### config.mk
export PLATFORM = sky130hd
export DESIGN_NAME = axis_frame_source
export DESIGN_NICKNAME = d
export VERILOG_FILES = /design/src/rtl/axis_frame_source.sv
export SDC_FILE = /design/constraint.sdc
export NUM_CORES = 1
export LEC_CHECK = 0
export CORE_ASPECT_RATIO = 0.8
export CORE_UTILIZATION = 48
export CTS_BUF_LIST = sky130_fd_sc_hd__clkbuf_16
export DETAILED_ROUTE_END_ITERATION = 16
export GPL_TIMING_DRIVEN = 1
export PLACE_DENSITY = 0.77
export SLEW_MARGIN = 20
export SYNTH_ARGS = -nofsm -noshare
export SYNTH_HDL_FRONTEND = slang
export SYNTH_SLANG_ARGS = --single-unit
export TNS_END_PERCENT = 5
### constraint.sdc
create_clock -name aclk -period 2.4 [get_ports aclk]
set_input_delay 0.24 -clock aclk [delete_from_list [all_inputs] [get_ports aclk]]
set_output_delay 0.24 -clock aclk [all_outputs]
set_load 0.01 [all_outputs]
### src/rtl/axis_frame_source.sv
// AXI4-Stream synthetic video frame source: solid, ramp, colour-bar and checkerboard frames.
// TUSER marks the first pixel of a frame, TLAST the last pixel of each line.
module axis_frame_source #(
    parameter int unsigned WIDTH      = 640,
    parameter int unsigned HEIGHT     = 480,
    parameter int unsigned GAP_CYCLES = 16
) (
    input  logic        aclk,
    input  logic        aresetn,
    input  logic        start,
    input  logic        continuous,
    input  logic [1:0]  pattern_sel,
    input  logic [23:0] solid_color,
    output logic        busy,
    output logic        frame_done,
    output logic [15:0] frame_count,
    output logic        M_AXIS_TVALID,
    input  logic        M_AXIS_TREADY,
    output logic [31:0] M_AXIS_TDATA,
    output logic [3:0]  M_AXIS_TKEEP,
    output logic [3:0]  M_AXIS_TSTRB,
    output logic        M_AXIS_TUSER,
    output logic        M_AXIS_TLAST,
    output logic        M_AXIS_TID,
    output logic        M_AXIS_TDEST
);
    localparam int unsigned XW    = (WIDTH > 1) ? $clog2(WIDTH) : 1;
    localparam int unsigned YW    = (HEIGHT > 1) ? $clog2(HEIGHT) : 1;
    localparam int unsigned BAR_W = WIDTH / 8;
    localparam int unsigned BW    = (BAR_W > 1) ? $clog2(BAR_W) : 1;
    // The frame_done cycle always has TVALID low, so the gap is at least one cycle.
    localparam int unsigned GAP_N = (GAP_CYCLES > 0) ? GAP_CYCLES : 1;
    localparam int unsigned GW    = (GAP_N > 1) ? $clog2(GAP_N) : 1;

    typedef enum logic [1:0] {S_IDLE, S_ACTIVE, S_GAP} state_t;

    state_t          r_state, w_state_nx;
    logic [XW-1:0]   r_x, w_x_nx;
    logic [YW-1:0]   r_y, w_y_nx;
    logic [2:0]      r_bar, w_bar_nx;
    logic [BW-1:0]   r_bcnt, w_bcnt_nx;
    logic [GW-1:0]   r_gap, w_gap_nx;
    logic [1:0]      r_pat, w_pat_nx;
    logic [23:0]     r_col, w_col_nx;
    logic            r_valid, w_valid_nx;
    logic            r_done, w_done_nx;
    logic [15:0]     r_count, w_count_nx;
    logic [23:0]     r_data, w_pix;
    logic            r_user, r_last, r_busy;
    logic            w_load, w_first, w_eol, w_eof, w_chk;

    assign busy          = r_busy;
    assign frame_done    = r_done;
    assign frame_count   = r_count;
    assign M_AXIS_TVALID = r_valid;
    assign M_AXIS_TDATA  = {8'h00, r_data};
    assign M_AXIS_TKEEP  = 4'hF;
    assign M_AXIS_TSTRB  = 4'hF;
    assign M_AXIS_TUSER  = r_user;
    assign M_AXIS_TLAST  = r_last;
    assign M_AXIS_TID    = 1'b0;
    assign M_AXIS_TDEST  = 1'b0;

    always_ff @(posedge aclk or negedge aresetn) begin
        if (!aresetn) r_state <= S_IDLE;
        else          r_state <= w_state_nx;
    end

    // Next-state and next-beat coordinate logic.
    always_comb begin
        w_state_nx = r_state;
        w_x_nx     = r_x;
        w_y_nx     = r_y;
        w_bar_nx   = r_bar;
        w_bcnt_nx  = r_bcnt;
        w_gap_nx   = r_gap;
        w_pat_nx   = r_pat;
        w_col_nx   = r_col;
        w_valid_nx = r_valid;
        w_done_nx  = 1'b0;
        w_count_nx = r_count;
        w_load     = 1'b0;
        w_first    = 1'b0;
        w_eol      = (r_x == XW'(WIDTH - 1));
        w_eof      = w_eol && (r_y == YW'(HEIGHT - 1));
        case (r_state)
            S_IDLE: begin
                if (start) w_first = 1'b1;
            end
            S_ACTIVE: begin
                if (M_AXIS_TREADY) begin
                    if (w_eof) begin
                        w_valid_nx = 1'b0;
                        w_done_nx  = 1'b1;
                        w_count_nx = r_count + 16'd1;
                        w_gap_nx   = '0;
                        w_state_nx = continuous ? S_GAP : S_IDLE;
                    end else begin
                        w_load = 1'b1;
                        if (w_eol) begin
                            w_x_nx    = '0;
                            w_y_nx    = r_y + 1'b1;
                            w_bar_nx  = '0;
                            w_bcnt_nx = '0;
                        end else begin
                            w_x_nx = r_x + 1'b1;
                            if (r_bcnt == BW'(BAR_W - 1)) begin
                                w_bcnt_nx = '0;
                                w_bar_nx  = r_bar + 3'd1;
                            end else begin
                                w_bcnt_nx = r_bcnt + 1'b1;
                            end
                        end
                    end
                end
            end
            S_GAP: begin
                if (r_gap == GW'(GAP_N - 1)) begin
                    if (continuous) w_first = 1'b1;
                    else            w_state_nx = S_IDLE;
                end else begin
                    w_gap_nx = r_gap + 1'b1;
                end
            end
            default: w_state_nx = S_IDLE;
        endcase
        if (w_first) begin
            w_state_nx = S_ACTIVE;
            w_x_nx     = '0;
            w_y_nx     = '0;
            w_bar_nx   = '0;
            w_bcnt_nx  = '0;
            w_pat_nx   = pattern_sel;
            w_col_nx   = solid_color;
            w_valid_nx = 1'b1;
            w_load     = 1'b1;
        end
    end

    // Pixel value for the beat about to be presented.
    always_comb begin
        w_chk = 1'(w_x_nx >> 5) ^ 1'(w_y_nx >> 5);
        case (w_pat_nx)
            2'd0: w_pix = w_col_nx;
            2'd1: w_pix = {3{8'(w_x_nx)}};
            2'd2: begin
                case (w_bar_nx)
                    3'd0:    w_pix = 24'hFFFFFF;
                    3'd1:    w_pix = 24'hFFFF00;
                    3'd2:    w_pix = 24'h00FFFF;
                    3'd3:    w_pix = 24'h00FF00;
                    3'd4:    w_pix = 24'hFF00FF;
                    3'd5:    w_pix = 24'hFF0000;
                    3'd6:    w_pix = 24'h0000FF;
                    default: w_pix = 24'h000000;
                endcase
            end
            default: w_pix = w_chk ? 24'h000000 : 24'hFFFFFF;
        endcase
    end

    always_ff @(posedge aclk or negedge aresetn) begin
        if (!aresetn) begin
            r_x     <= '0;
            r_y     <= '0;
            r_bar   <= '0;
            r_bcnt  <= '0;
            r_gap   <= '0;
            r_pat   <= '0;
            r_col   <= '0;
            r_valid <= 1'b0;
            r_done  <= 1'b0;
            r_count <= '0;
            r_data  <= '0;
            r_user  <= 1'b0;
            r_last  <= 1'b0;
            r_busy  <= 1'b0;
        end else begin
            r_x     <= w_x_nx;
            r_y     <= w_y_nx;
            r_bar   <= w_bar_nx;
            r_bcnt  <= w_bcnt_nx;
            r_gap   <= w_gap_nx;
            r_pat   <= w_pat_nx;
            r_col   <= w_col_nx;
            r_valid <= w_valid_nx;
            r_done  <= w_done_nx;
            r_count <= w_count_nx;
            r_busy  <= (w_state_nx != S_IDLE);
            if (w_load) begin
                r_data <= w_pix;
                r_user <= (w_x_nx == '0) && (w_y_nx == '0);
                r_last <= (w_x_nx == XW'(WIDTH - 1));
            end
        end
    end
endmodule

==> results.yml <==
outcome:
  status: "finished, violations left"
  violations: "negative setup slack"
detailed_routing:
  first_pass_iters: 5
  drc: 0
  antenna_left: 0
  drt-vias-per-instance: 5.557
  avgRoutedWirePerCell_um: 17.38
  dr_total_vias: 4668
  wl_um: 14600
  drt_iter0_drc: 361
global_route:
  grt_start_max_net_pins: 57
  grt_pass1_wl_um: 24050
  grt_pass1_vias: 4804
  gr-total-overflow: 0
  antenna_found_initial: 0
  grt_usage: 0.2643
synth:
  ys_ff_latch: 106
  synth_top_area_cell: "dfrtp_1"
  synth_most_common_cell: "nand2_1"
  async_flop_share: 1.000
  yosysTopAreaCellShare: 0.4935
  synth.distinct_cells: 77
  synth_area_um2: 5375
  yosysWarnings: 0
  netlist_instances: 541
  syn_area_per_cell_um2: 9.936
  synth_edf_count: 0
  synth_commonest_cells: "nand2_1, dfrtp_1, nor2_1"
  yosysSeqAreaShare: 0.4935
  ys_top_cells_by_area: "dfrtp_1, nand2_1, nor2_1"
  synth_ff_type: "dfrtp_1"
worst_setup_path:
  cp_top_family: "simple AND/OR/NAND/NOR gates"
  r2r_start: "r_x[9]"
  worstSetupPathType: "flip-flop to flip-flop"
  regToRegSetupSlack_ns: -0.01
  crit_path_start_kind: "flip-flop"
  crit_chain: "or3b_4, nor3_4, nor2_2, o31ai_4, mux2i_4, nand3_4, o32a_1"
  critPathArrivalTime_ns: 2.65
  r2r_end: "r_data[11]"
  cp_max_fo: 5
  cp_slowest_cell: "or3b_4"
  cp_num_cells: 7
  cp-end-kind: "flip-flop"
  cp_data_required_time_ns: 2.64
  r2r.worst_path.cells: 7
  crit_buf_inv: 0
  slowest_delay_ns: 0.45
clocking:
  cts_made_buffers: 9
  cts.sinks: 106
  insertion_delay_ns: 0.35
  htreeDepth: 3
  path_clk_slew_ns: 0.08
  cts_max_path_buffers: 2
  tritoncts: "yes"
  cts_root_buf: "clkbuf_16"
final_layout:
  num_antenna_cells: 0
  final_cells: 840
  layout-drive-gt1-share: 0.2371
  seqCellArea_um2: 2655
  synthToLayoutAreaGrowth_pct: 34.36
  final_util: 0.6631
  fin_nets: 728
  multi_input_area_um2: 2623
  fillers: 887
floorplanning:
  ioPinCount: 94
  fp.dieH_um: 96.65
  fp.dieW_um: 120.3
  start_util: 0.4936
  rows: 34
  core_area_um2: 10890
  die_area_um2: 11630
timing:
  final_max_slew_viol_count: 0
  worst_slack_ns: -0.01196
  timing.final.crit_share: 1.005
  finalSetupTns_ns: -0.02431
  setup_viol: 3
  post-route-min-period_ns: 2.412
  max_freq_ghz: 0.4146
  relSlewSlack: 0.5030
  tightest_slew_ns: 0.7455
  rsz0062_at_grt: "yes"
  hold_ws_ns: 0.4318
  skew_ns: 0.009111
  finalHoldViolCount: 0
worst_hold_path:
  hold_depth: 3
  hold_path_end: "r_col[16]"
  hold_class: "primary input to flip-flop"
  hp-start: "solid_color[16]"
pwr:
  power_density_nw_per_um2: 857.3
  static-leakage-power_nw: 3.343
  irDropWorstVdd_v: 0.0004960
place:
  io_buffer_count: 75
  hpwl_um: 10590
  place.gp.congestion: 0.9006
  dpl.cell_count: 816
flow_run:
  max_cap_violations: 0
-- sequential cells by signal, indices dropped and copies added, names as in the netlist --
register,cells
frame_done,1
frame_count,16
r_state,2
M_AXIS_TLAST,1
r_col,24
r_pat,2
r_bcnt,7
r_bar,3
busy,1
M_AXIS_TUSER,1
r_y,9
r_gap,4
M_AXIS_TVALID,1
r_x,10
r_data,24
-- per-stage QoR --
stage | cell area (um^2) | power (W) | worst slack, ns
4_1_cts | 7091 | 0.006123 | 0.009350
5_1_grt | 7222 | 0.006520 | -0.08643
6_report | 7222 | 0.006191 | -0.01196
3_3_place_gp | 6729 | 0.004501 | -0.1032
2_1_floorplan | 5435 | 0.003492 | 0.04629
3_5_place_dp | 6729 | 0.004550 | -0.1678
-- cells in the final DEF (no fill, tap or decap), types with 3 or more instances in the layout --
| cell type | count |
|---|---|
| a211oi_1 | 3 |
| a21oi_1 | 14 |
| a21oi_2 | 3 |
| a31oi_1 | 11 |
| a31oi_2 | 3 |
| a31oi_4 | 3 |
| and2_1 | 5 |
| and3_1 | 9 |
| buf_4 | 80 |
| clkbuf_16 | 9 |
| clkdlybuf4s50_1 | 74 |
| conb_1 | 18 |
| dfrtp_1 | 104 |
| ha_1 | 3 |
| ha_2 | 3 |
| inv_1 | 13 |
| mux2_2 | 3 |
| mux2i_1 | 3 |
| nand2_1 | 110 |
| nand3_1 | 16 |
| nand3_2 | 5 |
| nand4_1 | 10 |
| nand4b_1 | 3 |
| nor2_1 | 42 |
| nor2_2 | 7 |
| nor3_1 | 5 |
| nor3b_2 | 3 |
| nor4_1 | 3 |
| o21ai_0 | 14 |
| o21ai_1 | 4 |
| o21bai_1 | 3 |
| o22a_1 | 12 |
| o32a_1 | 4 |
| xnor2_1 | 15 |
| xor2_1 | 9 |
-- cell families after synthesis --
group | count (synthesis) | share of synthesized area
xor gates and xnor gates | 24 | 0.03911
buffers and inverters | 49 | 0.05191
other | 2 | 0.001397
muxes | 8 | 0.01792
DFF | 106 | 0.4935
adders and majority gates | 6 | 0.01397
and+or+nand+nor | 247 | 0.2353
AOI/OAI and AO/OA | 99 | 0.1469
-- layer usage --
metal,up-vias,global-route usage,share of wire
met3,23,0.05366,0.062
met5,-,0,0
met1,2307,0.3659,0.45
met2,185,0.4182,0.47
li1,2153,-,-
met4,0,0.08072,0.016
-- repair_timing --
action                     in CTS  in global routing
setup buffers                   3                  4
hold endpoints to repair       54                  0
pin swaps                       3                  5
gates resized for setup         9                 28
setup endpoints to repair      11                 28
hold buffers                    1                  0
-- worst max path at each step --
| stage | start | to | slack (ns) |
|---|---|---|---|
| 6_report | r_x[9] | r_data[11] | -0.01 |
| 5_1_grt | r_x[0] | r_data[19] | -0.09 |
| 4_1_cts | r_x[0] | r_data[19] | 0.009 |
| 3_5_place_dp | M_AXIS_TREADY | r_data[11] | -0.17 |
| 3_3_place_gp | M_AXIS_TREADY | M_AXIS_TUSER | -0.10 |
| 2_1_floorplan | r_gap[0] | r_data[11] | 0.05 |
-- final cells by class --
type,instances,share of cell area
clock buffers,9,0.03119
clock inverters,7,0.01057
inverters,13,0.006757
multi-input cells,402,0.3631
flip-flops and latches,106,0.3676
well taps,144,0.02495
repair buffers,159,0.1958
-- worst reg2reg max path, delay by kind of cell, from the launching register on --
family / cells / cell delay, ns
and+or+nand+nor: 4 / 0.87
AOI/OAI and AO/OA: 2 / 0.61
DFF: 1 / 0.44
muxes: 1 / 0.38
-- power breakdown --
group	internal [W]	switching, W
logic	0.00109	0.00106
registers	0.00222	0.000306
clock network	0.000819	0.000698
Note: power is estimated with default switching activity, not from simulation.
